File: config.mk
export PLATFORM = sky130hd
export DESIGN_NAME = branch_seq
export DESIGN_NICKNAME = d
export VERILOG_FILES = /design/src/rtl/branch_seq.sv
export SDC_FILE = /design/constraint.sdc
export NUM_CORES = 1
export LEC_CHECK = 0
export BUFFER_PORTS_ARGS = -buffer_cell sky130_fd_sc_hd__clkbuf_2
export CAP_MARGIN = 10
export CORE_ASPECT_RATIO = 0.5
export CORE_MARGIN = 2
export CORE_UTILIZATION = 31
export DETAILED_ROUTE_END_ITERATION = 8
export GPL_TIMING_DRIVEN = 0
export SYNTH_ARGS = -nofsm -noshare
export SYNTH_HDL_FRONTEND = slang
export SYNTH_SLANG_ARGS = --single-unit
File: constraint.sdc
create_clock -name clk -period 2.3 [get_ports clk]
set_input_delay 0.23 -clock clk [delete_from_list [all_inputs] [get_ports clk]]
set_output_delay 0.23 -clock clk [all_outputs]
set_load 0.005 [all_outputs]
File: src/rtl/branch_seq.sv
// Conditional-branch sequencer: one-hot FSM whose state flops are the bus strobes (taken: 5 cycles, not taken: 4).
// start is sampled only in IDLE; requests while busy are dropped, bad opcodes pulse bad_op and stay in IDLE.
module branch_seq #(
  parameter int         BITS      = 32,
  parameter logic [4:0] BR_OPCODE = 5'b10010,
  parameter int         CNT_W     = 16
) (
  input  logic             clk,
  input  logic             clr,
  input  logic             start,
  input  logic [BITS-1:0]  ir,
  input  logic             con,
  input  logic             clr_stats,
  output logic [1:0]       c2_sel,
  output logic             Gra,
  output logic             Rout,
  output logic             CON_in,
  output logic             PCout,
  output logic             Yin,
  output logic             Cout,
  output logic             ADD,
  output logic             Zin,
  output logic             Zlowout,
  output logic             PCin,
  output logic             busy,
  output logic             done,
  output logic             taken,
  output logic             bad_op,
  output logic [CNT_W-1:0] taken_cnt,
  output logic [CNT_W-1:0] ntaken_cnt
);

  localparam int I_IDLE = 0;
  localparam int I_RA   = 1;
  localparam int I_PCY  = 2;
  localparam int I_ADD  = 3;
  localparam int I_PCLD = 4;
  localparam int I_DONE = 5;

  typedef enum logic [5:0] {
    S_IDLE = 6'b000001,
    S_RA   = 6'b000010,
    S_PCY  = 6'b000100,
    S_ADD  = 6'b001000,
    S_PCLD = 6'b010000,
    S_DONE = 6'b100000
  } state_t;

  state_t state, state_d;
  logic   opcode_ok;
  logic   accept;
  logic   unused_ir;

  assign opcode_ok = (ir[BITS-1 -: 5] == BR_OPCODE);
  assign accept    = state[I_IDLE] && start && opcode_ok;
  assign unused_ir = ^ir[BITS-6:2];

  always_ff @(posedge clk or negedge clr) begin
    if (!clr) state <= S_IDLE;
    else      state <= state_d;
  end

  always_comb begin
    state_d = state;
    unique case (state)
      S_IDLE:  if (accept) state_d = S_RA;
      S_RA:    state_d = S_PCY;
      S_PCY:   state_d = S_ADD;
      S_ADD:   state_d = con ? S_PCLD : S_DONE;
      S_PCLD:  state_d = S_DONE;
      S_DONE:  state_d = S_IDLE;
      default: state_d = S_IDLE;
    endcase
  end

  // Strobes come straight off the one-hot flops, so CON_in cannot glitch.
  assign Gra     = state[I_RA];
  assign Rout    = state[I_RA];
  assign CON_in  = state[I_RA];
  assign PCout   = state[I_PCY];
  assign Yin     = state[I_PCY];
  assign Cout    = state[I_ADD];
  assign ADD     = state[I_ADD];
  assign Zin     = state[I_ADD];
  assign Zlowout = state[I_PCLD];
  assign PCin    = state[I_PCLD];
  assign busy    = ~state[I_IDLE];
  assign done    = state[I_DONE];

  always_ff @(posedge clk or negedge clr) begin
    if (!clr) begin
      c2_sel     <= 2'b00;
      bad_op     <= 1'b0;
      taken      <= 1'b0;
      taken_cnt  <= '0;
      ntaken_cnt <= '0;
    end else begin
      bad_op <= state[I_IDLE] && start && !opcode_ok;
      if (accept) c2_sel <= ir[1:0];
      // taken reflects the condition sampled in ADD and is visible from DONE onward.
      if (state[I_ADD] && !con) taken <= 1'b0;
      else if (state[I_PCLD])   taken <= 1'b1;
      if (clr_stats) begin
        taken_cnt  <= '0;
        ntaken_cnt <= '0;
      end else if (state[I_DONE]) begin
        if (taken && (taken_cnt != '1))    taken_cnt  <= taken_cnt + CNT_W'(1);
        if (!taken && (ntaken_cnt != '1)) ntaken_cnt <= ntaken_cnt + CNT_W'(1);
      end
    end
  end

endmodule

==> results.cfg, run 1 <==
[yosys]
synth_edf_count = 0
syn_avg_cell_area_um2 = 9.53
synthCells = 243
synth_top_area_share_pct = 44.3
ys_async_sr_fraction_pct = 100
synthTopCellsByCount = 41 x dfrtp_1, 23 x a21oi_1, 16 x nand2_1, 15 x nor2_1
synth.area.top_cells = dfrtp_1 44%, a21oi_1 5.0%, mux2_2 4.4%, or4_1 3.9%, o31ai_1 3.2%
synth_most_common_cell = dfrtp_1
ys_seq_area_share_pct = 45.5
syn_area_um2 = 2310
ys_seq_elements = 42
yosysTopAreaCell = dfrtp_1
synth_flop_cell = dfrtp_1
synth_nets = 282
yosys_warnings = 0
synth_cell_types = 44

[grt]
overflow = 0
grt_pass1_vias = 2071
grt_pass1_wl_um = 9740
antenna_found_initial = 0
grt_usage_pct = 14.8
grt_start_max_net_pins = 43

[floorplan]
die_x_um = 126
die_h_um = 65.1
start_util_pct = 31.7
ios = 85
core.rowCount = 22
core_um2 = 7290
dieArea_um2 = 8220

[routing]
dr.pass1.iters = 5
post_drt_wl_per_cell_um = 14.4
wirelength_um = 5840
via_per_inst = 5.40
post-route-drc-count = 0
drtIter0Drc = 125
via_count = 2199
ant_nets = 0

[worst_setup_path]
path_max_fanout = 8
worstPathArrival_ns = 2.25
endpoint_kind = flip-flop
endpoint = taken_cnt[15]
cp-startpoint = taken_cnt[3]
rrSetupSlack_ns = 0.25
worstReg2RegEnd = taken_cnt[15]
ff2ff_path_depth = 5
path_class = flip-flop to flip-flop
crit_chain = nand4_1 -> or3_1 -> clkbuf_1 -> or4_1 -> a21oi_1
slowest_stage = or4_1
r2r-start = taken_cnt[3]
critPathMaxStageDelay_ns = 0.49
critPathRequiredTime_ns = 2.50
crit_path_start_kind = flip-flop

[timing]
period_share_pct = 89.2
timing.hold.ws_ns = 0.120
finalSetupViolations = 0
setup-tns-final_ns = 0
slew_headroom_pct = 49.8
post-route-min-period_ns = 2.05
rsz0062_at_grt = false
drv_slew = 0
worstMarginPinSlew_ns = 0.745
max_freq_mhz = 487
hold_violations = 0
setup_ws_ns = 0.247
final.setup_skew_ns = 0.00706

[clock_network]
ctsRootBufferMaster = clkbuf_16
path_clk_slew_ns = 0.06
worst_skew_pair.late_latency_ns = 0.28
htree_num_levels = 2
cts_tree = built
cts_buffer_depth = 2
post_cts_buffers = 0
numCtsBuffers = 5
cts_num_sinks = 42

[power]
ir_worst_vdd_v = 0.000379
report.power.total_mw = 1.62
p_per_area_nw_per_um2 = 552
p_leak_nw = 1.28

[min_path]
hold_path.class = input pin to flip-flop

[placement]
place_ws_ns = 0.233
gp_congestion = 0.854
placed_cell_area_um2 = 2730
dp.cells = 397
hpwl_um = 4190
io_buffers = 58

[layout]
drive_gt1_share_pct = 30.2
antenna_cells = 0
fin_util_pct = 40.1
fin_nets = 349
design_area_um2 = 2930
finalNonFillerCells = 407
syn_to_final_growth_pct = 26.4

[flow_run]
max-cap-violations = 0

[status]
status = finished, final reports clean
## cells in the final DEF, fill, tap and decap left out, drive strengths merged, types with 2 or more instances in the layout
| cell type | n |
|---|---|
| a21oi | 23 |
| and3 | 2 |
| and4 | 3 |
| buf | 9 |
| clkbuf | 71 |
| dfrtp | 41 |
| ha | 2 |
| inv | 8 |
| mux2 | 9 |
| mux2i | 2 |
| nand2 | 16 |
| nand3 | 11 |
| nand4 | 8 |
| nor2 | 15 |
| nor2b | 7 |
| nor3 | 12 |
| nor4 | 9 |
| nor4b | 3 |
| o21ai | 8 |
| o31ai | 10 |
| o41ai | 4 |
| or2 | 3 |
| or3 | 7 |
| or4 | 12 |
## layout make-up
| cell class | count | area [um^2] |
|---|---|---|
| Clock inverter | 1 | 30.0 |
| Sequential cell | 42 | 1050 |
| Multi-Input combinational cell | 178 | 1150 |
| Clock buffer | 7 | 133 |
| Fill cell | 721 | 4370 |
| Buffer | 15 | 91.3 |
| Timing Repair Buffer | 60 | 320 |
| Inverter | 8 | 30.0 |
| Tap cell | 96 | 120 |
## cell families (layout without fill, tap and decap cells)
| logic type | count (synthesis) | in the layout | share of synthesized area, % |
|---|---|---|---|
| and+or+nand+nor | 112 | 112 | 28.5 |
| xor gates and xnor gates | 1 | 1 | 0.378 |
| adders and majority gates | 2 | 2 | 1.08 |
| DFF | 42 | 42 | 45.5 |
| buffers and inverters | 23 | 91 | 5.24 |
| AOI/OAI and AO/OA | 52 | 52 | 14.1 |
| muxes | 11 | 11 | 5.24 |
## worst max-delay path: cells and delay by family, from the launching register on
kind | cells | cell delay (ns)
simple gates | 3 | 1.19
flops | 1 | 0.44
compound gates | 1 | 0.15
buf+inv | 1 | 0.17
## worst min path at each step
stage / endpoint / slack, ns / from / cells past startpoint
after global routing: bad_op / 0.14 / ir[31] / 2
after global placement: bad_op / 0.41 / ir[31] / 2
after floorplan: bad_op / -0.07 / clr / 0
after detailed placement: bad_op / 0.41 / ir[31] / 2
final: bad_op / 0.12 / ir[31] / 2
after CTS: bad_op / 0.11 / ir[31] / 2
## layer usage
metal / vias to the layer above / GRT usage [%] / share of wire (%) / wire [um]
li1: 1065 / - / - / -
met4: 0 / 5.77 / 1.2 / 69
met5: - / 0 / 0 / 0
met2: 48 / 23.9 / 47 / 2720
met1: 1080 / 19.4 / 48 / 2790
met3: 6 / 3.75 / 4.5 / 263
## sequential cells by signal (all words and copies together), names as in the netlist
signal,flops
bad_op,1
c2_sel,2
taken,1
taken_cnt,16
ntaken_cnt,16
state,6
## where the power goes
part | switching [mW] | leakage, nW | internal (mW)
Clock | 0.282 | 0.0781 | 0.513
Combinational | 0.0409 | 0.625 | 0.0274
Sequential | 0.00430 | 0.579 | 0.747
## repair_timing
action                     in CTS  in global routing
hold endpoints to repair        0                 17
setup endpoints to repair       0                  1
gates resized for setup         0                  1
hold buffers                    0                  1
(Power assumes the default switching activity.)
==> inputs of run 2 (changes only) <==
- CORE_MARGIN: 2 -> default
==> results.cfg, run 2 (synthesized netlist as in run 1, its figures left out) <==
[floorplan]
core_um2 = 6940
dieArea_um2 = 7840
start_util_pct = 33.4
ios = 85
core.rowCount = 21
die_x_um = 124
die_h_um = 63.1

[worst_setup_path]
path_max_fanout = 8
crit_path_start_kind = flip-flop
path_class = flip-flop to flip-flop
worstPathArrival_ns = 2.28
endpoint_kind = flip-flop
critPathRequiredTime_ns = 2.51

[grt]
antenna_found_initial = 0
grt_pass1_wl_um = 10100
grt_start_max_net_pins = 43
grt_usage_pct = 16.0
grt_pass1_vias = 2062
overflow = 0

[timing]
slew_headroom_pct = 50.4
hold_violations = 0
timing.hold.ws_ns = 0.127
setup-tns-final_ns = 0
period_share_pct = 90.3
rsz0062_at_grt = false
finalSetupViolations = 0
max_freq_mhz = 482
setup_ws_ns = 0.224
final.setup_skew_ns = 0.00477
worstMarginPinSlew_ns = 0.737
post-route-min-period_ns = 2.08
drv_slew = 0

[layout]
finalNonFillerCells = 403
final_cell_mix = 59 x clkbuf_2, 41 x dfrtp_1, 23 x a21oi_1
syn_to_final_growth_pct = 26.2
drive_gt1_share_pct = 30.2
fin_util_pct = 42.1
design_area_um2 = 2920
fin_nets = 349
layout_commonest_cell = clkbuf_2
antenna_cells = 0
num-fill-cells = 694
top_regs = ntaken_cnt x16, taken_cnt x16, state x6

[placement]
hpwl_um = 4230
gp_congestion = 0.913
place_ws_ns = 0.260
dp.cells = 393
placed_cell_area_um2 = 2720
io_buffers = 58

[clock_network]
path_clk_slew_ns = 0.06
worst_skew_pair.late_latency_ns = 0.29
cts_buffer_depth = 2
numCtsBuffers = 5
ctsRootBufferMaster = clkbuf_16
cts_tree = built
post_cts_buffers = 0
htree_num_levels = 2
cts_num_sinks = 42

[power]
power_frac_comb_pct = 4.1
report.power.total_mw = 1.62
p_seq_share_pct = 46.4
p_sw_uw = 332
p_per_area_nw_per_um2 = 555
ir_worst_vdd_v = 0.000279
switching_share_pct = 20.5
p_leak_nw = 1.28
internal-power_mw = 1.29
p_clk_share_pct = 49.5

[routing]
ant_nets = 0
via_per_inst = 5.37
via_count = 2166
post_drt_wl_per_cell_um = 14.5
post-route-drc-count = 0
wirelength_um = 5860
drtIter0Drc = 147
dr.pass1.iters = 4

[status]
status = finished, final reports clean

[flow_run]
max-cap-violations = 0

[min_path]
hold_path.class = input pin to flip-flop
run 2: cell counts in the layout (fill, tap and decap cells not counted):
Identical to the previous run, type by type.
run 2: critical path: stages (launching register included):
cell and delay [ns]:
dfrtp_1 0.46, nand4_1 0.28, or3_1 0.44, clkbuf_1 0.18
or4_1 0.49, a21oi_1 0.15
run 2: power by group through the flow:
| stage | Clock [mW] | Sequential, mW | Combinational, mW |
|---|---|---|---|
| after floorplan | 0 | 0.766 | 0.0224 |
| after global placement | 0 | 0.765 | 0.0624 |
| after detailed placement | 0 | 0.765 | 0.0636 |
| after CTS | 0.825 | 0.752 | 0.0638 |
| after global routing | 0.862 | 0.752 | 0.0763 |
| final | 0.801 | 0.751 | 0.0672 |
run 2: final cells by class:
cell class | instances | area (um^2) | area share [%]
Buffer | 15 | 91.3 | 3.13
Multi-Input combinational cell | 178 | 1150 | 39.4
Sequential cell | 42 | 1050 | 36.0
Timing Repair Buffer | 60 | 320 | 11.0
Inverter | 8 | 30.0 | 1.03
Clock buffer | 7 | 133 | 4.54
Tap cell | 92 | 115 | 3.94
Clock inverter | 1 | 30.0 | 1.03
run 2: layer usage:
metal	global-route usage [%]	wire length, um	vias to the layer above
li1	-	-	1060
met1	21.1	2800	1029
met2	25.4	2660	61
met3	3.57	258	16
met4	6.78	143	0
met5	0	0	-
run 2: final timing paths:
kind / end / from / slack, ns / cells after the start
max reg2reg: taken_cnt[15] / taken_cnt[3] / 0.22 / 5
min in group asynchronous: taken_cnt[2] / clr / 0.50 / 2
max in group asynchronous: ntaken_cnt[7] / clr / 1.30 / 3
max: taken_cnt[15] / taken_cnt[3] / 0.22 / 5
min reg2reg: c2_sel[1] / c2_sel[1] / 0.51 / 1
min: bad_op / ir[31] / 0.13 / 2
run 2: repair_timing:
| action | in CTS | in global routing |
|---|---|---|
| endpoints found under the hold margin | 0 | 16 |
| gates resized for setup | 0 | 1 |
| hold buffers | 0 | 1 |
| setup endpoints to repair | 0 | 1 |
